--- config.mk ---
export PLATFORM = sky130hd
export DESIGN_NAME = wb_stage
export DESIGN_NICKNAME = d
export VERILOG_FILES = /design/src/rtl/tinyarch_pkg.sv /design/src/rtl/wb_fifo.sv /design/src/rtl/wb_stage.sv
export SDC_FILE = /design/constraint.sdc
export NUM_CORES = 1
export LEC_CHECK = 0
export BUFFER_PORTS_ARGS = -buffer_cell sky130_fd_sc_hd__clkbuf_2
export CAP_MARGIN = 40
export CORE_ASPECT_RATIO = 1.2
export CORE_MARGIN = 5
export CORE_UTILIZATION = 35
export DETAILED_ROUTE_END_ITERATION = 16
export GPL_TIMING_DRIVEN = 0
export HOLD_SLACK_MARGIN = 0.06
export SETUP_SLACK_MARGIN = 0.3
export SYNTH_ARGS = -nofsm -noshare
export SYNTH_HDL_FRONTEND = slang
export SYNTH_HIERARCHICAL = 1
export SYNTH_SLANG_ARGS = --single-unit
--- constraint.sdc ---
create_clock -name clk -period 3.4 [get_ports clk]
set_input_delay 0.34 -clock clk [delete_from_list [all_inputs] [get_ports clk]]
set_output_delay 0.34 -clock clk [all_outputs]
set_load 0.005 [all_outputs]
--- src/rtl/tinyarch_pkg.sv ---
// Shared register-file geometry and writeback request type.
// No logic; types and constants only.
// No flow control.
package tinyarch_pkg;
    localparam int REG_ADDR_WIDTH = 4;
    localparam int REG_WIDTH      = 8;
    localparam int NUM_REGS       = 2**REG_ADDR_WIDTH;

    // Slot 15 writes land in the register named by reg 14.
    localparam logic [REG_ADDR_WIDTH-1:0] ACC_PTR_REG = 4'd14;
    localparam logic [REG_ADDR_WIDTH-1:0] ACC_IND_REG = 4'd15;

    typedef struct packed {
        logic [REG_ADDR_WIDTH-1:0] rd;
        logic [REG_WIDTH-1:0]      data;
    } wb_req_t;
endpackage

--- src/rtl/wb_fifo.sv ---
// Synchronous FIFO of writeback requests.
// Latency: push visible at head the cycle after; head is read combinationally.
// Backpressure: push ignored while full, pop ignored while empty.
module wb_fifo
    import tinyarch_pkg::*;
#(
    parameter int DEPTH = 2
) (
    input  logic    clk,
    input  logic    rst_n,
    input  logic    push,
    input  wb_req_t push_dat,
    input  logic    pop,
    output wb_req_t pop_dat,
    output logic    full,
    output logic    empty
);
    localparam int AW = (DEPTH > 1) ? $clog2(DEPTH) : 1;
    localparam int CW = $clog2(DEPTH + 1);

    wb_req_t        mem [DEPTH];
    logic [AW-1:0]  wr_ptr;
    logic [AW-1:0]  rd_ptr;
    logic [CW-1:0]  count;
    logic           do_push;
    logic           do_pop;

    assign full    = (count == CW'(DEPTH));
    assign empty   = (count == '0);
    assign do_push = push && !full;
    assign do_pop  = pop && !empty;
    assign pop_dat = mem[rd_ptr];

    always_ff @(posedge clk) begin
        if (!rst_n) begin
            wr_ptr <= '0;
            rd_ptr <= '0;
            count  <= '0;
        end else begin
            if (do_push) wr_ptr <= (wr_ptr == AW'(DEPTH - 1)) ? '0 : wr_ptr + AW'(1);
            if (do_pop)  rd_ptr <= (rd_ptr == AW'(DEPTH - 1)) ? '0 : rd_ptr + AW'(1);
            count <= count + CW'(do_push) - CW'(do_pop);
        end
    end

    // Storage needs no reset; occupancy is tracked by count.
    always_ff @(posedge clk) begin
        if (do_push) mem[wr_ptr] <= push_dat;
    end
endmodule

--- src/rtl/wb_stage.sv ---
// Writeback: merges ALU and load-return streams onto the regfile write port, tracks pending writes.
// Latency: ALU 1 cycle, loads >=2 cycles via FIFO; optional WB_BYPASS_EN exposes next-cycle write.
// Backpressure: ALU never stalled (wins arbitration); ld_ready = !fifo_full; issue_ready = counter not saturated.
module wb_stage
    import tinyarch_pkg::*;
#(
    parameter int LD_FIFO_DEPTH = 2,
    parameter int PEND_W        = 2
) (
    input  logic                      clk,
    input  logic                      rst_n,
    input  logic                      issue_valid,
    input  logic [REG_ADDR_WIDTH-1:0] issue_reg,
    output logic                      issue_ready,
    input  logic                      alu_valid,
    input  logic [REG_ADDR_WIDTH-1:0] alu_reg,
    input  logic [REG_WIDTH-1:0]      alu_data,
    input  logic                      ld_valid,
    input  logic [REG_ADDR_WIDTH-1:0] ld_reg,
    input  logic [REG_WIDTH-1:0]      ld_data,
    output logic                      ld_ready,
    output logic                      wr_enable,
    output logic [REG_ADDR_WIDTH-1:0] wr_reg,
    output logic [REG_WIDTH-1:0]      wr_value,
    output logic [NUM_REGS-1:0]       pending_mask,
    output logic                      sb_err
`ifdef WB_BYPASS_EN
    ,
    output logic                      byp_valid,
    output logic [REG_ADDR_WIDTH-1:0] byp_reg,
    output logic [REG_WIDTH-1:0]      byp_value
`endif
);
    localparam logic [PEND_W-1:0] CNT_MAX = '1;

    wb_req_t                   ld_req;
    wb_req_t                   fifo_head;
    logic                      fifo_full;
    logic                      fifo_empty;
    logic                      ld_push;
    logic                      fifo_pop;
    logic                      nxt_en;
    logic [REG_ADDR_WIDTH-1:0] nxt_reg;
    logic [REG_WIDTH-1:0]      nxt_value;
    logic [PEND_W-1:0]         pend_cnt [NUM_REGS];
    logic                      issue_fire;
    logic [NUM_REGS-1:0]       inc_vec;
    logic [NUM_REGS-1:0]       dec_vec;

    assign ld_req   = '{rd: ld_reg, data: ld_data};
    assign ld_ready = rst_n && !fifo_full;
    assign ld_push  = ld_valid && ld_ready;
    assign fifo_pop = rst_n && !alu_valid && !fifo_empty;

    wb_fifo #(.DEPTH(LD_FIFO_DEPTH)) u_ld_fifo (
        .clk      (clk),
        .rst_n    (rst_n),
        .push     (ld_push),
        .push_dat (ld_req),
        .pop      (fifo_pop),
        .pop_dat  (fifo_head),
        .full     (fifo_full),
        .empty    (fifo_empty)
    );

    // ALU has strict priority; loads drain only in ALU-idle cycles.
    always_comb begin
        nxt_en    = 1'b0;
        nxt_reg   = wr_reg;
        nxt_value = wr_value;
        if (alu_valid) begin
            nxt_en    = 1'b1;
            nxt_reg   = alu_reg;
            nxt_value = alu_data;
        end else if (!fifo_empty) begin
            nxt_en    = 1'b1;
            nxt_reg   = fifo_head.rd;
            nxt_value = fifo_head.data;
        end
    end

`ifdef WB_BYPASS_EN
    assign byp_valid = nxt_en;
    assign byp_reg   = nxt_reg;
    assign byp_value = nxt_value;
`endif

    always_ff @(posedge clk) begin
        if (!rst_n) begin
            wr_enable <= 1'b0;
            wr_reg    <= '0;
            wr_value  <= '0;
        end else begin
            wr_enable <= nxt_en;
            wr_reg    <= nxt_reg;
            wr_value  <= nxt_value;
        end
    end

    assign issue_ready = (pend_cnt[issue_reg] != CNT_MAX);
    assign issue_fire  = issue_valid && issue_ready;

    always_comb begin
        inc_vec = '0;
        dec_vec = '0;
        for (int i = 0; i < NUM_REGS; i++) begin
            inc_vec[i] = issue_fire && (issue_reg == REG_ADDR_WIDTH'(i));
            dec_vec[i] = wr_enable && (wr_reg == REG_ADDR_WIDTH'(i));
        end
    end

    // A same-cycle issue and retire on one register cancel out.
    always_ff @(posedge clk) begin
        if (!rst_n) begin
            for (int i = 0; i < NUM_REGS; i++) pend_cnt[i] <= '0;
            sb_err <= 1'b0;
        end else begin
            if (wr_enable && pend_cnt[wr_reg] == '0) sb_err <= 1'b1;
            for (int i = 0; i < NUM_REGS; i++) begin
                if (inc_vec[i] && !dec_vec[i])
                    pend_cnt[i] <= pend_cnt[i] + PEND_W'(1);
                else if (dec_vec[i] && !inc_vec[i] && pend_cnt[i] != '0)
                    pend_cnt[i] <= pend_cnt[i] - PEND_W'(1);
            end
        end
    end

    // A pending indirect write may hit any register, so stall everything.
    always_comb begin
        pending_mask = '0;
        for (int i = 0; i < NUM_REGS; i++) pending_mask[i] = (pend_cnt[i] != '0);
        if (pend_cnt[ACC_IND_REG] != '0) pending_mask = '1;
    end
endmodule

# Yosys cells after proc, flatten, opt, wreduce, memory -nomap -nowiden

Memory sizes are Yosys's and may differ from the RTL's. A register that Yosys moved wholly into a read port is not among the register bits.
Index checks and enable logic that the tools add are counted.

Register bits: 18
RAM bits: 56
Bits of input ports: 33
Output and inout port bits: 32
Word-level logic and storage cells: 414
Memories kept: 2

Memory list:

| name          | depth | bits a word | read ports | clocked after memory_dff | wr ports | line           | text |
|---|---|---|---|---|---|---|---|
| pend_cnt      | 16    | 2           | 18         | 1                        | 16       | wb_stage.sv:45 | `logic [PEND_W-1:0] pend_cnt [NUM_REGS];` |
| u_ld_fifo.mem | 2     | 12          | 1          | 1                        | 1        | wb_fifo.sv:21  | `wb_req_t mem [DEPTH];` |

Add/subtract/negate cells: 36
Equality and inequality tests: 33
Muxes and demuxes: 160
Bitwise logic cells: 32
Reduce and logical (&&, ||, !) cells: 144

Operators by type and width:

| kind                | count |
|---|---|
| $mux 1              | 121 |
| $logic_and 1x1->1   | 88 |
| $eq 4x4->1 const B  | 16 |
| $mux 2              | 32 |
| $logic_not 1->1     | 35 |
| $reduce_bool 2->1   | 17 |
| $add 2x1->2 const B | 16 |
| $eq 4x3->1 const B  | 8 |
| $or 1x1->1          | 32 |
| $sub 2x1->2 const B | 16 |
| $eq 4x2->1 const B  | 4 |
| $mux 16             | 1 |
| $mux 4              | 4 |
| $mux 8              | 2 |
| $eq 4x1->1 const B  | 2 |
| $logic_not 4->1     | 2 |
| $logic_not 2->1     | 2 |
| $ne 2x2->1 const B  | 2 |
| $add 1x1->1 const B | 2 |
| $add 2x1->2         | 1 |
| $eq 2x2->1 const B  | 1 |
| $sub 2x1->2         | 1 |

# Longest topological paths before layout

An unclocked memory read counts as a cell.

Depth in word-level cells: 12
Mapped depth: 11
Gate-level depth less buffers: 11

# By module

Netlist, hierarchy kept.

Modules (own cells, without submodules):

| module   | times used | cells each | area an instance (um^2) | sequential area each (um^2) |
|---|---|---|---|---|
| wb_stage | 1          | 427        | 3564.7                  | 1321.3 |
| wb_fifo  | 1          | 64         | 1103.6                  | 820.8 |

# Least setup slack after synthesis

OpenSTA, ideal clock, no wires.

Path type: input-to-reg
Start point: input rst_n
End point: register u_ld_fifo.count[1]
Setup time: 0.078 ns
Data arrival time: 2.061 ns
Required time: 3.322 ns
Slack: 1.261 ns
Stages: 11
Path buffers: 2
Path through: inv_1 -> clkbuf_1 -> clkbuf_1 -> nor3_1 -> o21a_2 -> ha_1 -> inv_1 -> ha_1 -> xor2_1 -> and2_2 -> nor3_1

Elaborated cells on any way between the ends: 8
Those cells by class: 2 x add/sub; 6 x reduce/logical

RTL lines:

| item                            | line           | text |
|---|---|---|
| from (decl)                     | wb_stage.sv:11 | `input logic rst_n,` |
| $logic_and 1x1->1 (2 in series) | wb_stage.sv:53 | `assign fifo_pop = rst_n && !alu_valid && !fifo_empty;` |
| named net fifo_pop              | wb_stage.sv:41 | `logic fifo_pop;` |
| $logic_and 1x1->1               | wb_fifo.sv:31  | `assign do_pop = pop && !empty;` |
| named net u_ld_fifo.do_pop      | wb_fifo.sv:26  | `logic do_pop;` |
| $sub 2x1->2                     | wb_fifo.sv:42  | `count <= count + CW'(do_push) - CW'(do_pop);` |
| to (signal assigned)            | wb_fifo.sv:42  |  |
| to (decl)                       | wb_fifo.sv:24  | `logic [CW-1:0] count;` |

The timed path passes the listed nets, and every way through them passes these cells.
A chain may end at the register's enable or synchronous reset.

# Worst setup path after layout

Ends and elaborated chain as after synthesis.

==> results.sh <==
export IMPL_status="finished clean"
export IMPL_remaining_drc_errors=0
export IMPL_antenna_found_initial=0
export IMPL_synth_edf_count=56
export IMPL_vias=4127
export IMPL_cp_top_family="buffers and inverters"
export IMPL_first_pass_iters=5
export IMPL_top_register="pend_cnt"
export IMPL_fp_dieW_um=115
export IMPL_drt_wirelength_per_cell_um=17.6
export IMPL_grt_max_degree=16
export IMPL_post_cts_setup_buffers=0
export IMPL_largest_reg_flops=32
export IMPL_clock_sinks=79
export IMPL_r2r_slack_ps=1040
export IMPL_ctsHoldBuffers=0
export IMPL_path_buf_inv=5
export IMPL_syn_area_per_cell_um2=9.51
export IMPL_synth_area_leaders="edfxtp_1, dfxtp_1, nor2_1"
export IMPL_max_slew_margin_rel_pct=48.0
export IMPL_routed_wl_mm=13.0
export IMPL_yosys_warnings=6
export IMPL_place_area_mm2=0.00520
export IMPL_hold_viol=0
export IMPL_cap_violations=0
export IMPL_worst_ep_arrival_time_ps=2920
export IMPL_crit_path_max_fanout=10
export IMPL_die_h_um=137
export IMPL_hpwl_mm=9.73
export IMPL_skew_ps=12.5
export IMPL_rsz0062_at_grt="no"
export IMPL_slowest_stage="clkbuf_1"
export IMPL_startpoint_type="input pin"
export IMPL_io_pins=65
export IMPL_fin_crit_sh_pct=77.6
export IMPL_worstPathCellList="clkbuf_2 -> inv_1 -> clkbuf_1 -> clkbuf_1 -> nor3_1 -> o21a_2 -> ha_1 -> inv_1 -> ha_1 -> xor2_1 -> and2_2 -> nor3_1"
export IMPL_fp_dieArea_mm2=0.0158
export IMPL_top_regs="pend_cnt: 32 flops, u_ld_fifo/mem: 24 flops, wr_value: 8 flops"
export IMPL_synth_fp_nets=527
export IMPL_crit_type="in2reg"
export IMPL_h_tree_depth=3
export IMPL_first_iter_violations=375
export IMPL_nets=601
export IMPL_cts_buffer_depth=2
export IMPL_tns_ps=0
export IMPL_post_route_util_pct=41.6
export IMPL_synth_distinct_cells=67
export IMPL_hp_class="in2reg"
export IMPL_grt_pass1_vias=4150
export IMPL_finalWeightedCongestion=0.873
export IMPL_drv_slew=0
export IMPL_rows=46
export IMPL_dp_cells=722
export IMPL_syn_cell_area_mm2=0.00467
export IMPL_coreArea_mm2=0.0132
export IMPL_finalCriticalPeriod_ps=2640
export IMPL_cts_resized=0
export IMPL_grt_pass1_wl_mm=21.1
export IMPL_power_w=0.00245
export IMPL_via_per_inst=5.59
export IMPL_synthCells=491
export IMPL_io_buffer_count=62
export IMPL_area_delta_synth_final_pct=17.5
export IMPL_synth_top_area_share_pct=36.0
export IMPL_yosysTopAreaCell="edfxtp_1"
export IMPL_track_usage_pct=17.2
export IMPL_max_clock_freq_mhz=379
export IMPL_root_buffer="clkbuf_16"
export IMPL_yosysSeqAreaShare_pct=45.9
export IMPL_initial_core_util_pct=35.4
export IMPL_setup_viol=0
export IMPL_end_kind="flop"
export IMPL_p_per_area_mw_per_mm2=447
export IMPL_ir_drop_uv=253
export IMPL_drtAntennaViolNets=0
export IMPL_final_area_mm2=0.00549
export IMPL_clk_pin_slew_ps=70
export IMPL_synthFlopType="edfxtp_1"
export IMPL_tightest_slew_ps=779
export IMPL_cts_tree="built"
export IMPL_drive_gt1_share_pct=21.4
export IMPL_grt_overflow_total=0
export IMPL_num_antenna_cells=0
export IMPL_instances_no_fill=738
export IMPL_leakage_nw=2.06
export IMPL_required_ps=3680
export IMPL_async_flop_share_pct=0
export IMPL_clk_latency_ps=350
export IMPL_ys_ff_latch=79
export IMPL_max_stage_delay_ps=580
export IMPL_cts_buffers=9
## kinds of logic (layout without fill, tap and decap cells)
logic type	Yosys count	in the layout	share of synthesized area, %
adder cells (fa/ha/maj)	3	3	0.804
multiplexers	32	32	8.79
flip-flops	79	79	45.9
AO/OA/AOI/OAI	107	107	15.9
XOR/XNOR	2	2	0.375
AND/OR/NAND/NOR	224	224	24.1
buffers and inverters	44	123	4.15
## worst register-to-register path, stage by stage, from the launching register on
cell and delay, ps:
dfxtp_1 350, nor2_1 110, clkbuf_1 300, buf_2 370, nor3_1 80, o21a_2 160, ha_1 270, inv_1 40
ha_1 170, xor2_1 140, and2_2 190, nor3_1 110
## cells in the final DEF, fill, tap and decap left out, types with 3 or more instances in the layout
cell type and instances:
mux4_2 6, inv_1 13, o311ai_0 4, nand2_1 50, nor4_1 6, ha_1 3, or3_1 4, o21ai_0 14
and2_1 7, clkbuf_2 62, a211o_1 5, a211oi_1 9, o22ai_1 4, clkbuf_1 20, nand3b_1 5, nand2b_1 17
dfxtp_1 23, nand3_1 22, mux2i_1 14, clkbuf_16 9, buf_2 8, nor2b_1 6, nor3_1 10, a21oi_1 35
mux2_2 12, nor2_1 70, edfxtp_1 56, nand4_1 5, o211ai_1 8, and3b_1 3, and3_1 4, a211oi_2 3
## cells in the mapped netlist, types with 3 or more instances
cell	number
nor2_1	70
nand4_1	5
nand3_1	22
a21oi_1	35
nor4_1	6
a211oi_2	3
nand2b_1	17
nor2b_1	6
mux2i_1	14
dfxtp_1	23
o311ai_0	4
and3_1	4
nand2_1	50
or3_1	4
inv_1	13
mux2_2	12
edfxtp_1	56
nand3b_1	5
nor3_1	10
o211ai_1	8
o21ai_0	14
a211oi_1	9
ha_1	3
mux4_2	6
clkbuf_1	20
and2_1	7
o22ai_1	4
a211o_1	5
buf_2	8
and3b_1	3
## path summary, 6_finish.rpt
path	depth (start not counted)	end	startpoint
max	12	u_ld_fifo/count[1]	rst_n
min	1	u_ld_fifo/mem[0][2]	ld_data[2]
max reg2reg	11	u_ld_fifo/count[1]	u_ld_fifo/count[1]
min reg2reg	2	u_ld_fifo/wr_ptr	u_ld_fifo/wr_ptr
## metal layers
metal	GRT usage [%]	wire length, um	vias up
met1	22.2	5450	1944
met3	4.25	1150	31
met5	0	0	-
met2	27.9	6090	183
met4	6.65	301	0
li1	-	-	1969
## through the flow
| stage | hold slack [ps] | setup WS, ps |
|---|---|---|
| 2_1_floorplan | 439 | 1260 |
| 3_3_place_gp | 465 | 361 |
| 3_5_place_dp | 483 | 332 |
| 4_1_cts | 175 | 716 |
| 5_1_grt | 177 | 503 |
| 6_report | 185 | 762 |
## where the power goes
group	leakage, nW	switching (W)	total [W]	internal (W)
clock	0.145	0.000423	0.000950	0.000526
combinational	1.17	0.000217	0.000358	0.000141
sequential	0.739	0.0000505	0.00114	0.00109
## layout make-up
cell class / instances / area, um^2
Inverter: 13 / 48.8
Tap cell: 168 / 210
Clock inverter: 6 / 51.3
Clock buffer: 10 / 239
Multi-Input combinational cell: 368 / 2330
Timing Repair Buffer: 63 / 318
Buffer: 31 / 145
Fill cell: 1279 / 7690
Sequential cell: 79 / 2140
(Power assumes the default switching activity.)
